--- config.mk ---
export PLATFORM = sky130hd
export DESIGN_NAME = cic_comb_stream_flat
export DESIGN_NICKNAME = d
export VERILOG_FILES = /design/src/rtl/cic_comb_stream_if.sv /design/src/rtl/cic_comb_stream.sv /design/src/flat_wrapper.sv
export SDC_FILE = /design/constraint.sdc
export NUM_CORES = 1
export LEC_CHECK = 0
export ABC_AREA = 1
export ABC_CLOCK_PERIOD_IN_PS = 2250
export CAP_MARGIN = 40
export CORE_AREA = 2 2 109 111
export DETAILED_ROUTE_END_ITERATION = 7
export DIE_AREA = 0 0 111 113
export SETUP_SLACK_MARGIN = 0.05
export SKIP_CTS_REPAIR_TIMING = 1
export SYNTH_ARGS = -nofsm -noshare
export SYNTH_HDL_FRONTEND = slang
export SYNTH_SLANG_ARGS = --single-unit
--- constraint.sdc ---
create_clock -name clk -period 2.25 [get_ports clk]
set_clock_uncertainty 0.15 [all_clocks]
set_input_delay 0.45 -clock clk [delete_from_list [all_inputs] [get_ports clk]]
set_output_delay 0.45 -clock clk [all_outputs]
set_load 0.02 [all_outputs]
--- src/rtl/cic_comb_stream_if.sv ---
// Valid/ready stream bundle for the CIC comb: input side (i_*) and output side (o_*).
interface cic_comb_stream_if #(
    parameter int WIDTH = 30
);
    logic [WIDTH-1:0] i_tdata;
    logic             i_tlast;
    logic             i_tvalid;
    logic             i_tready;
    logic [WIDTH-1:0] o_tdata;
    logic             o_tlast;
    logic             o_tvalid;
    logic             o_tready;

    modport slave (
        input  i_tdata, i_tlast, i_tvalid, o_tready,
        output i_tready, o_tdata, o_tlast, o_tvalid
    );

    modport master (
        output i_tdata, i_tlast, i_tvalid, o_tready,
        input  i_tready, o_tdata, o_tlast, o_tvalid
    );
endinterface

--- src/rtl/cic_comb_stream.sv ---
// Streaming CIC comb y[n] = x[n] - x[n-DELAY] (mod 2^WIDTH) with one registered output stage.
// Optional CIC_COMB_PRIME_MASK_EN suppresses outputs for the first DELAY samples after reset/clear.
module cic_comb_stream #(
    parameter int WIDTH = 30,
    parameter int DELAY = 1
) (
    input  logic clk,
    input  logic reset,
    input  logic clear,
    cic_comb_stream_if.slave bus
);
    logic [WIDTH-1:0] hist_q [DELAY];
    logic [WIDTH-1:0] hist_d [DELAY];
    logic [WIDTH-1:0] data_q, data_d;
    logic             last_q, last_d;
    logic             valid_q, valid_d;
    logic [WIDTH-1:0] diff;
    logic             ready;
    logic             in_xfer;
    logic             load;

    assign ready   = ~(reset | clear) & (~valid_q | bus.o_tready);
    assign in_xfer = bus.i_tvalid & ready;
    assign diff    = bus.i_tdata - hist_q[DELAY-1];

`ifdef CIC_COMB_PRIME_MASK_EN
    localparam logic [2:0] PRIME_FULL = 3'(DELAY);
    logic [2:0] prime_q, prime_d;
    logic       primed;

    assign primed = (prime_q == PRIME_FULL);
    assign load   = in_xfer & primed;

    always_comb begin
        prime_d = prime_q;
        if (in_xfer && !primed) begin
            prime_d = prime_q + 3'd1;
        end
    end

    always_ff @(posedge clk) begin
        if (reset || clear) begin
            prime_q <= 3'd0;
        end else begin
            prime_q <= prime_d;
        end
    end
`else
    assign load = in_xfer;
`endif

    // History counts accepted samples, not clocks.
    always_comb begin
        hist_d = hist_q;
        if (in_xfer) begin
            hist_d[0] = bus.i_tdata;
            for (int k = 1; k < DELAY; k++) begin
                hist_d[k] = hist_q[k-1];
            end
        end
    end

    always_comb begin
        valid_d = valid_q;
        data_d  = data_q;
        last_d  = last_q;
        if (load) begin
            valid_d = 1'b1;
            data_d  = diff;
            last_d  = bus.i_tlast;
        end else if (bus.o_tready) begin
            valid_d = 1'b0;
        end
    end

    always_ff @(posedge clk) begin
        if (reset || clear) begin
            for (int k = 0; k < DELAY; k++) begin
                hist_q[k] <= '0;
            end
            valid_q <= 1'b0;
            data_q  <= '0;
            last_q  <= 1'b0;
        end else begin
            hist_q  <= hist_d;
            valid_q <= valid_d;
            data_q  <= data_d;
            last_q  <= last_d;
        end
    end

    assign bus.i_tready = ready;
    assign bus.o_tvalid = valid_q;
    assign bus.o_tdata  = data_q;
    assign bus.o_tlast  = last_q;
endmodule
--- src/flat_wrapper.sv ---
// flat-port wrapper written by rule: the top's interface ports become plain ports
module cic_comb_stream_flat 
#(
    parameter int WIDTH = 30,
    parameter int DELAY = 1
)
  (clk, reset, clear, bus_i_tdata, bus_i_tlast, bus_i_tvalid, bus_o_tready, bus_i_tready, bus_o_tdata, bus_o_tlast, bus_o_tvalid);
  cic_comb_stream_if #(.WIDTH(WIDTH)) bus_i ();
  input  logic clk;
  input  logic reset;
  input  logic clear;
  input wire logic [$bits(bus_i.i_tdata)-1:0] bus_i_tdata;
  input wire logic [$bits(bus_i.i_tlast)-1:0] bus_i_tlast;
  input wire logic [$bits(bus_i.i_tvalid)-1:0] bus_i_tvalid;
  input wire logic [$bits(bus_i.o_tready)-1:0] bus_o_tready;
  output wire logic [$bits(bus_i.i_tready)-1:0] bus_i_tready;
  output wire logic [$bits(bus_i.o_tdata)-1:0] bus_o_tdata;
  output wire logic [$bits(bus_i.o_tlast)-1:0] bus_o_tlast;
  output wire logic [$bits(bus_i.o_tvalid)-1:0] bus_o_tvalid;
  assign bus_i.i_tdata = bus_i_tdata;
  assign bus_i.i_tlast = bus_i_tlast;
  assign bus_i.i_tvalid = bus_i_tvalid;
  assign bus_i.o_tready = bus_o_tready;
  assign bus_i_tready = bus_i.i_tready;
  assign bus_o_tdata = bus_i.o_tdata;
  assign bus_o_tlast = bus_i.o_tlast;
  assign bus_o_tvalid = bus_i.o_tvalid;
  cic_comb_stream #(.WIDTH(WIDTH), .DELAY(DELAY)) u_core (.clk(clk), .reset(reset), .clear(clear), .bus(bus_i));
endmodule
## Word level (Yosys, flattened, before mapping)

Cells that the tools add are included.

| word-level totals | value |
|---|---|
| bits in registers | 62 |
| input port bits | 36 |
| output and inout bits | 33 |
| logic and storage cells | 15 |

| operators by class | value |
|---|---|
| add/sub/neg operators | 1 |
| muxes and demuxes | 2 |
| bitwise operators | 6 |
| reductions and logical operators | 2 |

Operator list:

| kind | count |
|---|---|
| subtractor 30 bit | 1 |
| AND 1 bit | 2 |
| 2-to-1 mux 1 bit | 2 |
| NOT 1 bit | 2 |
| OR 1 bit | 2 |
| nonzero test 2 bit | 1 |
| logical OR 1 bit | 1 |

## Depth between registers and ports, before layout

| logic depth | value |
|---|---|
| word-level depth | 5 |
| depth in mapped cells | 14 |
| depth with buffers taken out | 14 |

## Worst setup path before layout

Ideal clock, no wire load.

| timing path | value |
|---|---|
| path type | input -> register |
| from | input bus_i_tdata[0] |
| to | register u_core.data_q[24], in the netlist u_core.bus.o_tdata[24] |
| library setup time | 0.109 ns |
| arrival | 1.860 ns |
| data required time | 1.991 ns |
| setup slack | 0.131 ns |
| cell stages on the path | 14 |
| path buffers | 0 |
| path through | inv_1 ha_1 inv_1 fa_1 nand3_1 nand3_1 nand2_1 nand3_1 nand2_1 nand3_1 nand2_1 nand3_1 nand2_1 inv_1 |

| between the ends | value |
|---|---|
| word-level cells in the longest chain between the ends | 1 |

RTL lines:

| element | RTL line | source |
|---|---|---|
| from (decl) | flat_wrapper.sv:12 | `input wire logic [$bits(bus_i.i_tdata)-1:0] bus_i_tdata;` |
| subtractor 30 bit | cic_comb_stream.sv:24 | `assign diff = bus.i_tdata - hist_q[DELAY-1];` |
| to (signal assigned) | cic_comb_stream.sv:87 | `data_q <= data_d;` |
| to (decl) | cic_comb_stream.sv:14 | `logic [WIDTH-1:0] data_q, data_d;` |

Every way passes these cells.
A chain may end at the register's enable or synchronous reset.

## Final worst setup path

| timing path | value |
|---|---|
| from | input bus_i_tdata[3] |
| to | register u_core.data_q[6], in the netlist u_core.bus.o_tdata[6] |

The elaborated chain is that of the path after synthesis.

==> summary.md <==
| Metric | Value |
|---|---|
| Outcome | complete, no violations |
| Total track usage | 20.3% |
| Via count of the first global-routing pass | 4,408 |
| Chip height | 113 um |
| Netlist cell types | 31 |
| Initial Util | 39.3% |
| Initial antenna violation count | 0 |
| Placed insts | 987 |
| RSZ-0062 raised after global routing | yes |
| Maximum root-to-sink buffer count | 2 |
| Row Count | 39 |
| R2r endpoint | u_core.bus.o_tdata[6] |
| Arrival time of the worst setup path | 2.21 ns |
| Slowest-stage cell, CP | clkdlybuf4s50_1 |
| Count leader, synth | nand2_1 |
| Lkg Pwr | 0.00328 uW |
| Pin count of the biggest net entering global routing | 62 |
| Fillers | 1,131 |
| Drt first-iter violations | 214 |
| Routed wire per std cell | 12.6 um |
| Most used DFF post-synth | dfxtp_1 |
| Fmax | 466 MHz |
| Residual DRC count | 0 |
| Post-synth top cells | nand2_1 (234), inv_1 (135), nand3_1 (65), dfxtp_1 (62), a21oi_1 (52) |
| Fin nets | 922 |
| CTS buffer count | 9 |
| Die W | 111 um |
| Final min period | 2.14 ns |
| Clock root buffer | clkbuf_16 |
| Hpwl dp | 9.89 mm |
| Syn Std Cell Area | 4430 um^2 |
| Flop and latch count out of synthesis | 62 |
| Worst Path Required | 2.32 ns |
| Final ANT Viol Nets | 0 |
| Routed WL | 12.7 mm |
| Post-synth top area share | 28.0% |
| Post-synthesis sequential area ratio | 28.0% |
| Slew Limit Fails | 0 |
| Full die area | 12,500 um^2 |
| Worst R2R Start | u_core.hist_q[0] |
| First-pass GRT wire length | 20.6 mm |
| Critical path peak fanout | 4 |
| Worst-Margin Slew | 0.589 ns |
| Area grow syn2layout | 47.7% |
| Synthesized area per cell | 6.14 um^2 |
| Final Cycle Share | 95.3% |
| Async SR Flop Fraction | 0% |
| Max_cap viols | 0 |
| Worst hold path type | primary input to flop |
| Clk pin slew, worst setup/hold paths | 0.05 ns |
| Gpl congestion | 0.905 |
| DR vias | 4,777 |
| Area leader, netlist | dfxtp_1 |
| Number of flops mapped to enable cells by yosys | 0 |
| Cells after synthesis | 722 |
| Endpoints failing hold | 0 |
| Syn Nets | 788 |
| I/O pin cnt | 69 |
| CP Capture Type | flop |
| Startpoint types | primary input |
| Slew HR | 60.7% |
| Slowest cell delay on critical path | 0.43 ns |
| TritonRoute pass-1 iters | 5 |
| Post-Layout Cell Count | 1,004 |
| Fin util | 58.1% |
| Yosys Warn Count | 0 |
| IO Port Bufs | 68 |
| Most common cell on crit path | nand2_1 |
| Via density | 4.76 |
| Hold depth | 3 |
| Grt ovf | 0 |
| CP cell instances | clkdlybuf4s50_1, ha_1, buf_4, nand2_1, nand3_1, nand2_1, nand2_1, buf_4, xnor2_1, o21ai_1 |
| R2R Setup Slk | 0.19 ns |
| CORE AREA | 11,300 um^2 |
| Antenna fix cells | 0 |
| TritonCTS clock tree | done |
| Power per cell area | 553 nW/um^2 |
| Ranking of synthesized cells by area | dfxtp_1 (28%), nand2_1 (20%), inv_1 (11%), ha_1 (8.2%), nand3_1 (7.3%) |
| Share of layout cells above drive strength 1 | 20.6% |
| Hold Slack | 0.251 ns |
| H-Tree Depth | 3 |
| Worst skew pair latency | 0.34 ns |
| Clock sinks | 62 |
| Crit path kind | primary input to flop |
| WHS Endpoint | u_core.hist_q[0] |
| Final setup fails | 0 |
| Hold Crit Start | bus_i_tdata[0] |
| VDD IR max | 0.415 mV |
| R2r worst-path depth | 10 |
==> worst max path at each step <==
stage	from	to	slack, ns	cells after the start
detailed placement	bus_i_tdata[0]	u_core.bus.o_tdata[14]	-0.37	13
global route	bus_i_tdata[22]	u_core.bus.o_tdata[23]	0.006	11
CTS	clear	bus_i_tready	-0.13	5
floorplan	bus_i_tdata[0]	u_core.bus.o_tdata[24]	0.13	14
global placement	bus_i_tdata[0]	u_core.bus.o_tdata[6]	-0.35	12
finish	bus_i_tdata[3]	u_core.bus.o_tdata[6]	0.11	10
==> sequential cells by signal, indices dropped and copies added (netlist names) <==
name                 count
u_core.bus.o_tdata      30
u_core.bus.o_tlast       1
u_core.bus.o_tvalid      1
u_core.hist_q           30
==> layout make-up <==
| cell class | count | area, um^2 | area share (%) |
|---|---|---|---|
| Inverter | 137 | 514 | 7.85 |
| Timing Repair Buffer | 142 | 1310 | 20.0 |
| Tap cell | 143 | 179 | 2.73 |
| Clock inverter | 2 | 37.5 | 0.573 |
| Sequential cell | 62 | 1240 | 19.0 |
| Clock buffer | 14 | 284 | 4.34 |
| Multi-Input combinational cell | 504 | 2980 | 45.5 |
==> kinds of logic after synthesis <==
| kind of cell | Yosys count | share of synthesized area [%] |
|---|---|---|
| flip-flops | 62 | 28.0 |
| adder cells (fa/ha/maj) | 30 | 8.63 |
| AO/OA/AOI/OAI | 104 | 12.2 |
| XOR/XNOR | 11 | 2.17 |
| AND/OR/NAND/NOR | 359 | 34.1 |
| buffers and inverters | 156 | 14.8 |
==> critical path: cells and delay by family <==
family	cells	cell delay, ns
adder cells (fa/ha/maj)	1	0.32
AO/OA/AOI/OAI	1	0.09
buffers and inverters	3	0.73
AND/OR/NAND/NOR	4	0.39
XOR/XNOR	1	0.23
==> metrics by stage <==
| step | instance area (um^2) | total power [uW] | setup TNS, ns | setup slack (ns) |
|---|---|---|---|---|
| 2_1_floorplan | 4430 | 1680 | 0 | 0.131 |
| 3_3_place_gp | 5740 | 2060 | -6.58 | -0.351 |
| 3_5_place_dp | 5740 | 2070 | -7.15 | -0.374 |
| 4_1_cts | 6060 | 3550 | -0.191 | -0.132 |
| 5_1_grt | 6550 | 3810 | 0 | 0.00638 |
| 6_report | 6550 | 3620 | 0 | 0.106 |
==> per-layer routing <==
metal | GRT usage (%) | part of all wire, % | up-vias
met3 | 4.12 | 5.1 | 13
met4 | 6.67 | 1.6 | 0
met5 | 0 | 0 | -
li1 | - | - | 2524
met1 | 27.7 | 49 | 2133
met2 | 32.5 | 44 | 107
==> cell usage in the layout, fill, tap and decap left out, drive strengths merged <==
master,netlist,routed
inv,137,137
a21oi,53,53
clkbuf,6,14
ha,29,29
o21ai,45,45
dlymetal6s2s,0,13
clkdlybuf4s50,0,55
bufinv,0,1
nand2,239,239
o21bai,4,4
and2,1,1
xor2,1,1
nor2,43,43
nor3,3,3
buf,13,74
nand3,68,68
clkinvlp,0,1
xnor2,10,10
a21o,2,2
nand4,4,4
dfxtp,62,62
fa,1,1
nand3b,1,1
==> report_power, final <==
part           total, uW  switching [uW]  internal, uW
combinational        986             528           457
sequential          1160            21.1          1140
clock               1470             491           977
total               3620            1040          2580
No activity file was read; power rests on OpenSTA's default activity.
